==> config.mk <==
export PLATFORM = sky130hd
export DESIGN_NAME = test022_selftest
export DESIGN_NICKNAME = d
export VERILOG_FILES = /design/src/rtl/test022_pkg.sv /design/src/rtl/test022_ram.sv /design/src/rtl/test022_selftest.sv
export SDC_FILE = /design/constraint.sdc
export NUM_CORES = 1
export LEC_CHECK = 0
export CAP_MARGIN = 20
export CORE_MARGIN = 2
export CORE_UTILIZATION = 35
export CTS_CLUSTER_SIZE = 28
export DETAILED_ROUTE_END_ITERATION = 10
export PLACE_DENSITY_LB_ADDON = 0.15
export SLEW_MARGIN = 20
export SYNTH_ARGS = -nofsm -noshare
export SYNTH_HDL_FRONTEND = slang
export SYNTH_SLANG_ARGS = --single-unit
==> constraint.sdc <==
create_clock -name clk -period 4.05 [get_ports clk]
set_input_delay 0.81 -clock clk [delete_from_list [all_inputs] [get_ports clk]]
set_output_delay 0.81 -clock clk [all_outputs]
set_load 0.03 [all_outputs]
==> src/rtl/test022_pkg.sv <==
// test022_pkg: shared state encoding, default parameters and golden-sum helper
package test022_pkg;

    typedef enum logic [1:0] {IDLE, FILL, SUM, CHECK} state_t;

    localparam int N_DEF        = 16;
    localparam int DATA_W_DEF   = 32;
    localparam int EXPECTED_DEF = 1240;

    function automatic int unsigned golden_sum(input int unsigned n);
        int unsigned s;
        s = 0;
        for (int unsigned k = 0; k < n; k++) s += k * k;
        return s;
    endfunction

endpackage

==> src/rtl/test022_ram.sv <==
// test022_ram: single-port synchronous RAM, 1-cycle read, read-during-write returns old data
module test022_ram #(
    parameter int N      = 16,
    parameter int DATA_W = 32,
    localparam int AW    = $clog2(N)
) (
    input  logic              clk,
    input  logic              we,
    input  logic [AW-1:0]     addr,
    input  logic [DATA_W-1:0] wdata,
    output logic [DATA_W-1:0] rdata
);

    logic [DATA_W-1:0] mem [N];

    // write on we; registered read sees the pre-write contents
    always_ff @(posedge clk) begin
        if (we) mem[addr] <= wdata;
        rdata <= mem[addr];
    end

endmodule

==> src/rtl/test022_selftest.sv <==
// test022_selftest: fills a RAM with i*i, sums it back and compares against a golden value
module test022_selftest
    import test022_pkg::*;
#(
    parameter int          N        = N_DEF,
    parameter int          DATA_W   = DATA_W_DEF,
    parameter int unsigned EXPECTED = EXPECTED_DEF
) (
    input  logic clk,
    input  logic reset,
    input  logic test_req,
    output logic test_busy,
    output logic test_return
);

    localparam int IW = $clog2(N) + 1;
    localparam int AW = $clog2(N);
    localparam logic [IW-1:0]     LAST  = IW'(N - 1);
    localparam logic [IW-1:0]     NI    = IW'(N);
    localparam logic [DATA_W-1:0] EXP_W = DATA_W'(EXPECTED);

    state_t            state, state_nx;
    logic [IW-1:0]     idx;
    logic [DATA_W-1:0] acc, rdata, wdata;
    logic [2*IW-1:0]   sq;
    logic              we;

    assign sq        = {{IW{1'b0}}, idx} * {{IW{1'b0}}, idx};
    assign wdata     = DATA_W'(sq);
    assign we        = state == FILL;
    assign test_busy = state != IDLE;

    test022_ram #(.N(N), .DATA_W(DATA_W)) u_ram (
        .clk   (clk),
        .we    (we),
        .addr  (idx[AW-1:0]),
        .wdata (wdata),
        .rdata (rdata)
    );

    // state register
    always_ff @(posedge clk or negedge reset) begin
        if (!reset) state <= IDLE;
        else        state <= state_nx;
    end

    // next state: SUM ends once idx has passed the last address and its word has landed
    always_comb begin
        state_nx = state;
        case (state)
            IDLE:  state_nx = test_req ? FILL : IDLE;
            FILL:  state_nx = idx == LAST ? SUM : FILL;
            SUM:   state_nx = idx == NI ? CHECK : SUM;
            CHECK: state_nx = IDLE;
        endcase
    end

    // index, accumulator and result; rdata lags the address by one, so add whenever idx > 0
    always_ff @(posedge clk or negedge reset) begin
        if (!reset) begin
            idx         <= '0;
            acc         <= '0;
            test_return <= 1'b0;
        end else begin
            case (state)
                IDLE: if (test_req) begin
                    idx <= '0;
                    acc <= '0;
                end
                FILL: idx <= idx == LAST ? '0 : idx + 1'b1;
                SUM: begin
                    if (idx != '0) acc <= acc + rdata;
                    if (idx != NI) idx <= idx + 1'b1;
                end
                CHECK: test_return <= acc == EXP_W;
            endcase
        end
    end

endmodule

# --- After elaboration in Yosys (flattened, before gate mapping) ---
# Memories as Yosys holds them, arrays and structs flattened. A register that Yosys moved wholly into a read port is not among the register bits.
# Cells that the tools add are included.
totals:
  ramBits: 160
  word_cells: 39
  mem_count: 1
  ff_bits: 72
classes:
  mul: 1
  reduce_logical: 7
  n_addsub: 2
  n_eq_ne: 10
  muxes: 13
memory_table:
  columns: ["memory", "words", "word_bits", "rd", "rd_ports_with_merged_regs", "write_ports", "line_no", "source"]
  rows:
  - ["u_ram.mem", 16, 10, 1, 1, 1, "test022_ram.sv:14", "logic [DATA_W-1:0] mem [N];"]
op_table:
  columns: ["cell", "count"]
  rows:
  - ["$mux 32", 2]
  - ["$pmux 32 s2", 1]
  - ["$add 32x32->32", 1]
  - ["$eq 32x11->1 const B", 1]
  - ["$mux 5", 3]
  - ["$pmux 5 s3", 1]
  - ["$mul 5x5->10", 1]
  - ["$pmux 2 s4", 1]
  - ["$ne 2x2->1 const B", 3]
  - ["$reduce_and 3->1", 2]
  - ["$add 5x1->5 const B", 1]
  - ["$eq 5x4->1 const B", 1]
  - ["$eq 5x5->1 const B", 1]
  - ["$ne 5x5->1 const B", 1]
  - ["$reduce_bool 5->1", 1]
  - ["$eq 2x2->1 const B", 2]
  - ["$mux 1", 4]
  - ["$reduce_bool 2->1", 2]
  - ["$reduce_bool 3->1", 1]
  - ["$eq 2x1->1 const B", 1]
  - ["$logic_not 2->1", 1]
  - ["$mux 2", 1]

# --- Longest topological paths before layout ---
# Gate-level depths: netlist (run 1).
depth:
  word_depth: 3
  mapped_depth: 15
  mapped_depth_nobuf: 12

# --- Hierarchy ---
# A second synthesis (run 1) with hierarchy kept.
hier_totals:
  cells_unflattened: 1311
  hier_area_um2: 23759.0
modules_own_cells:
  columns: ["mod", "instances", "area_each_um2", "cells_each"]
  rows:
  - ["test022_ram", 1, 19862.8, 840]
  - ["test022_selftest", 1, 3896.2, 471]

# --- Worst setup path after synthesis (run 1) ---
# OpenSTA, ideal clock, no wires.
synth_path:
  path_type: "flip-flop to flip-flop"
  from: "register idx[0]"
  to: "memory u_ram.mem[0][9] in the netlist's numbering, data pin"
  required_ps: 3761
  period_less_slack_ps: 4468
  setup_slack_ps: -418
  path_stages_with_launch: 15
  t_arrival_ps: 4179
  n_path_buf: 3
  setup_ps: 289
  path_cell_list: "dfrtp_1 -> clkbuf_1 -> buf_2 -> buf_2 -> nand2_1 -> fa_1 -> fa_1 -> inv_1 -> ha_1 -> a31o_2 -> ha_1 -> o21ai_0 -> nor2_1 -> o41ai_1 -> xor2_1"
synth_between:
  elab_chain_len: 1
synth_rtl:
  columns: ["item", "line_no", "source"]
  rows:
  - ["start: declaration", "test022_selftest.sv:23", "logic [IW-1:0] idx;"]
  - ["start signal: assignment", "test022_selftest.sv:70", "FILL: idx <= idx == LAST ? '0 : idx + 1'b1;"]
  - ["start signal: assignment", "test022_selftest.sv:73", "if (idx != NI) idx <= idx + 1'b1;"]
  - ["$mul 5x5->10", "test022_selftest.sv:28", "assign sq = {{IW{1'b0}}, idx} * {{IW{1'b0}}, idx};"]
  - ["net sq[9]", "test022_selftest.sv:25", "logic [2*IW-1:0] sq;"]
  - ["end: declaration", "test022_ram.sv:14", null]
# The timed path passes the listed nets, and every way through them passes these cells.

# --- Final worst setup path (run 1) ---
layout_path:
  from: "register idx[0]"
  to: "memory u_ram.mem[3][9] in the netlist's numbering, data pin"
# Same word-level chain as after synthesis.

==> results.py, run 1 <==
metrics = {
    "outcome": {
        "status": "finished clean",
    },
    "synthesis": {
        "synth.distinct_cells": 66,
        "ys.flop_type": "edfxtp_1",
        "syn_nets": 693,
        "syn_inst": 655,
        "synth_area_per_cell_um2": 13.6,
        "synth_seq_area_share": 0.619,
        "synth_seq_cells": 193,
        "async_flop_share": 0.207,
        "syn-cell-area_um2": 8890,
        "synth-edff-count": 144,
        "ys_warn_count": 0,
    },
    "global_route": {
        "grt-ovfl-total": 0,
        "grtUsageTotal": 0.169,
        "grt_max_degree": 47,
        "grt_pass1_wl_um": 33300,
        "grt_pass1_vias": 5557,
        "antenna_found_initial": 1,
    },
    "detailed_routing": {
        "wl_per_cell_um": 20.9,
        "wirelength_um": 21400,
        "drt_iter0_markers": 414,
        "postRouteAntennaNets": 0,
        "drc": 0,
        "routed-via-count": 5539,
        "dr.pass1.iters": 5,
        "viasPerCell": 5.41,
    },
    "setup_path": {
        "critPathArrivalTime_ns": 3.98,
        "regToRegEndpoint": "u_ram.mem[3][9]",
        "r2r.worst_path.cells": 11,
        "startpoint_type": "flop",
        "crit_type": "reg2reg",
        "crit_start": "idx[0]",
        "cp_max_fo": 16,
        "reg2reg_slack_ns": 0.29,
        "end_kind": "flop",
        "cp.required_ns": 4.27,
        "r2r-start": "idx[0]",
    },
    "run": {
        "cap_violations": 0,
    },
    "placement": {
        "gp_congestion": 0.852,
        "place_area_um2": 9450,
        "portBuffers": 4,
        "place.detailed.hpwl_um": 13800,
    },
    "clocking": {
        "cts.sinks": 193,
        "cts_tree": "yes",
        "clock_latency_ns": 0.45,
        "postCtsSetupRepairBufs": 0,
        "root_buffer": "clkbuf_16",
        "cts_buffer_depth": 2,
        "cts_buffers": 17,
        "htree_levels": 4,
        "path_clk_slew_ns": 0.08,
    },
    "finish": {
        "stdcell_area_um2": 10200,
        "synthToLayoutAreaGrowth_pct": 14.2,
        "antenna_cells": 0,
        "final_common_cell": "edfxtp_1",
        "fin_nets": 718,
        "layout_common_cells": "144 x edfxtp_1, 52 x nand2_1, 47 x nor2_1",
        "drive_gt1_frac": 0.170,
    },
    "timing": {
        "period_share": 0.928,
        "finalMaxSlewViolations": 0,
        "setup_tns_ns": 0,
        "clock.fmax_ghz": 0.266,
        "setup_viol": 0,
        "hold_viol_final": 0,
        "max_slew_margin": 0.404,
        "period_needed_ns": 3.76,
        "rsz0062_at_grt": "false",
        "tightest_slew_ns": 0.894,
        "fin_skew_ns": 0.0257,
    },
    "power_and_ir_drop": {
        "ir_worst_vdd_mv": 0.303,
        "leakage_nw": 3.61,
        "cellPowerDensity_nw_per_um2": 498,
    },
    "floorplan": {
        "start_util": 0.355,
        "die_w_um": 163,
        "coreArea_um2": 25000,
        "dieArea_um2": 26700,
        "num_rows": 58,
        "die_h_um": 163,
        "io_pins": 5,
    },
    "worst_hold_path": {
        "min_path_type": "in2async",
    },
}
[critical path, stage by stage, from the launching register on]
cell      delay, ns
dfrtp_4        0.50
nand2_1        0.11
fa_1           0.45
fa_1           0.51
inv_1          0.04
ha_1           0.28
a31o_2         0.25
ha_1           0.20
a211oi_1       0.26
nor2_1         0.12
o41ai_2        0.43
xor2_4         0.39
[registers in the layout (all words and copies together) (netlist names)]
| signal | count |
|---|---|
| test_return | 1 |
| idx | 5 |
| acc | 32 |
| state | 2 |
| u_ram.mem | 144 |
| u_ram.rdata | 9 |
[kinds of logic after synthesis]
family / Yosys count / synth area share
compound gates: 123 / 0.0993
fa+ha+maj: 35 / 0.0518
mux: 57 / 0.0895
buf+inv: 55 / 0.0276
simple gates: 179 / 0.0995
xor+xnor: 13 / 0.0128
flops: 193 / 0.619
[cells in the mapped netlist, drive strengths merged (2+ instances only)]
| cell type | instances | share of area |
|---|---|---|
| buf | 18 | 0.012 |
| a21o | 4 | 0.0034 |
| o41ai | 2 | 0.0020 |
| o211ai | 3 | 0.0025 |
| ha | 32 | 0.045 |
| fa | 3 | 0.0068 |
| nor2 | 49 | 0.021 |
| o2111ai | 2 | 0.0027 |
| mux2i | 39 | 0.044 |
| a21oi | 28 | 0.016 |
| edfxtp | 144 | 0.49 |
| or3 | 4 | 0.0031 |
| or2 | 5 | 0.0035 |
| nor2b | 3 | 0.0021 |
| nand4 | 6 | 0.0042 |
| xnor2 | 7 | 0.0069 |
| a211o | 2 | 0.0021 |
| dfxtp | 9 | 0.020 |
| nor3 | 10 | 0.0056 |
| o2bb2ai | 2 | 0.0020 |
| a22oi | 2 | 0.0023 |
| or4b | 2 | 0.0023 |
| or4 | 14 | 0.012 |
| o311ai | 3 | 0.0030 |
| inv | 24 | 0.010 |
| nand2 | 52 | 0.022 |
| nand3 | 21 | 0.012 |
| o21ai | 20 | 0.011 |
| dfrtp | 40 | 0.11 |
| o221a | 4 | 0.0051 |
| nand2b | 2 | 0.0014 |
| o221ai | 20 | 0.020 |
| o22ai | 10 | 0.0070 |
| o31ai | 12 | 0.010 |
| nor4 | 7 | 0.0056 |
| xor2 | 6 | 0.0059 |
| clkbuf | 13 | 0.0055 |
| mux4 | 18 | 0.046 |
[report_power, final]
group          internal [W]  switching, W  leakage (nW)
registers           0.00225     0.0000364          1.97
logic              0.000365      0.000577          1.33
clock network      0.000879      0.000947         0.312
[what timing repair did]
action	CTS	global route
hold buffers	0	0
resized for setup	0	1
setup endpoints to repair	0	16
hold endpoints to repair	0	0
[per-stage QoR]
step | total power [W] | util | worst slack, ns | hold WS, ns | cells
floorplan | 0.00303 | - | 0.00291 | 0.469 | 655
global placement | 0.00327 | 0.377 | 0.198 | 0.499 | 989
detailed placement | 0.00327 | 0.377 | 0.0787 | 0.503 | 990
CTS | 0.00510 | 0.403 | 0.0483 | 0.519 | 1022
global route | 0.00527 | 0.405 | 0.0773 | 0.297 | 1023
finish | 0.00505 | 0.405 | 0.292 | 0.279 | 1023
[per-layer routing]
| layer | track usage | vias to the layer above | part of all wire |
|---|---|---|---|
| li1 | - | 2588 | - |
| met1 | 0.227 | 2836 | 0.46 |
| met2 | 0.278 | 97 | 0.49 |
| met3 | 0.0312 | 18 | 0.031 |
| met4 | 0.0555 | 0 | 0.018 |
| met5 | 0 | - | 0 |
[how the worst max path moves through the flow]
| stage | slack (ns) | endpoint |
|---|---|---|
| finish | 0.29 | u_ram.mem[3][9] |
| floorplan | 0.003 | u_ram.mem[0][8] |
| CTS | 0.05 | u_ram.mem[11][8] |
| global route | 0.08 | u_ram.mem[4][9] |
| detailed placement | 0.08 | u_ram.mem[7][8] |
| global placement | 0.20 | u_ram.mem[10][7] |
[area by class of cell]
type                       count  area [µm²]
multi-input combinational    407        3200
inverter                      24        90.1
fill                        2346       14900
clock buffer                  17         425
clock inverter                15         224
timing repair buffer          37         295
tap                          330         413
sequential                   193        5510
Power figures use the tool's default switching activity.
==> inputs of run 2 (changes only) <==
- CTS_BUF_LIST: not set -> sky130_fd_sc_hd__clkbuf_4
==> results.py, run 2 (synthesized netlist as in run 1, its figures left out) <==
metrics = {
    "floorplan": {
        "start_util": 0.355,
        "coreArea_um2": 25000,
        "num_rows": 58,
        "io_pins": 5,
        "dieArea_um2": 26700,
        "die_w_um": 163,
        "die_h_um": 163,
    },
    "global_route": {
        "grtUsageTotal": 0.167,
        "antenna_found_initial": 2,
        "grt-ovfl-total": 0,
        "grt_max_degree": 47,
        "grt_pass1_wl_um": 33000,
        "grt_pass1_vias": 5570,
    },
    "setup_path": {
        "max_stage_delay_ns": 0.53,
        "crit_type": "reg2reg",
        "startpoint_type": "flop",
        "crit_slowest_cell": "dfrtp_4",
        "cp.required_ns": 4.41,
        "crit_path_cell_trace": "nand2_1, fa_1, fa_1, inv_1, ha_1, a31o_2, ha_1, a211oi_1, nor2_1, o41ai_2, xor2_4",
        "cpLargestDelayFamily": "adder cells",
        "crit_buf_inv": 1,
        "end_kind": "flop",
        "critPathArrivalTime_ns": 4.18,
        "cp_max_fo": 16,
    },
    "clocking": {
        "root_buffer": "clkbuf_4",
        "clock_latency_ns": 0.60,
        "cts_buffers": 17,
        "cts.sinks": 193,
        "htree_levels": 4,
        "cts_tree": "yes",
        "cts_buffer_depth": 2,
        "path_clk_slew_ns": 0.21,
        "holdBufCountCts": 0,
    },
    "timing": {
        "tightest_slew_ns": 0.871,
        "finalMaxSlewViolations": 0,
        "hold_viol_final": 0,
        "period_needed_ns": 3.81,
        "period_share": 0.941,
        "fin_skew_ns": 0.0463,
        "setup_viol": 0,
        "clock.fmax_ghz": 0.262,
        "setup_tns_ns": 0,
        "max_slew_margin": 0.417,
        "rsz0062_at_grt": "false",
    },
    "finish": {
        "fin_nets": 718,
        "drive_gt1_frac": 0.170,
        "final_util": 0.394,
        "largest_register_ffs": 144,
        "final_common_cell": "edfxtp_1",
        "synthToLayoutAreaGrowth_pct": 11.0,
        "n_fill_cell": 2386,
        "layout_common_cells": "144 x edfxtp_1, 52 x nand2_1, 47 x nor2_1",
        "reg.largest.list": "u_ram.mem (144), acc (32), u_ram.rdata (9)",
        "regMostFlops": "u_ram.mem",
    },
    "power_and_ir_drop": {
        "leakage_nw": 3.48,
        "ir_worst_vdd_mv": 0.229,
        "cellPowerDensity_nw_per_um2": 447,
    },
    "worst_hold_path": {
        "min_path_type": "in2async",
    },
    "outcome": {
        "status": "finished clean",
    },
    "detailed_routing": {
        "drt_iter0_markers": 381,
        "routed-via-count": 5541,
        "wirelength_um": 21200,
        "postRouteAntennaNets": 0,
        "dr.pass1.iters": 6,
        "wl_per_cell_um": 20.6,
        "viasPerCell": 5.39,
        "drc": 0,
    },
    "placement": {
        "portBuffers": 4,
        "place.detailed.hpwl_um": 13800,
        "gp_congestion": 0.852,
    },
    "run": {
        "cap_violations": 0,
    },
}
[run 2: changes by cell type in the layout (fill, tap and decap cells not counted)]
cell and delta:
clkbuf_16 -17, clkbuf_4 +17, diode_2 +5
[run 2: path summary, 6_finish.rpt]
path / endpoint / slack, ns / cells past startpoint / from
min in group clk: acc[0] / 0.54 / 2 / acc[0]
worst max-delay path: u_ram.mem[14][9] / 0.24 / 11 / idx[0]
max in group asynchronous: acc[1] / 3.44 / 2 / reset
worst max register to register: u_ram.mem[14][9] / 0.24 / 11 / idx[0]
worst min register to register: acc[0] / 0.54 / 2 / acc[0]
worst min-delay path: acc[27] / 0.08 / 1 / reset
[run 2: layout make-up]
class / instances / area (µm²) / area share
inverter: 24 / 90.1 / 0.00913
clock buffer: 17 / 128 / 0.0129
timing repair buffer: 37 / 295 / 0.0299
tap: 330 / 413 / 0.0418
clock inverter: 15 / 224 / 0.0227
sequential: 193 / 5510 / 0.558
antenna: 5 / 12.5 / 0.00127
multi-input combinational: 407 / 3200 / 0.324
[run 2: power breakdown]
group          internal (W)  switching, W  leakage [nW]
sequential          0.00225     0.0000367          1.97
clock              0.000333      0.000851         0.181
combinational      0.000365      0.000575          1.33
[run 2: metrics by stage]
stage | area [µm²] | cells | power [W] | hold slack, ns | setup WS, ns
after CTS | 9800 | 1022 | 0.00447 | 0.324 | 0.00756
after global placement | 9440 | 989 | 0.00327 | 0.499 | 0.198
after global routing | 9870 | 1028 | 0.00463 | 0.0305 | 0.0485
after floorplan | 8910 | 655 | 0.00303 | 0.469 | 0.00291
after detailed placement | 9450 | 990 | 0.00327 | 0.503 | 0.0787
final | 9870 | 1028 | 0.00441 | 0.0838 | 0.238
[run 2: repair_timing]
action,4_1_cts,5_1_grt
resized for setup,0,1
setup endpoints to repair,0,16
setup buffers,0,0
[run 2: layer usage]
metal / global-route usage / up-vias / routed length [µm]
met5: 0 / - / 0
met4: 0.0467 / 0 / 364
met3: 0.0338 / 19 / 775
met2: 0.276 / 123 / 10500
met1: 0.224 / 2812 / 9590
li1: - / 2587 / -
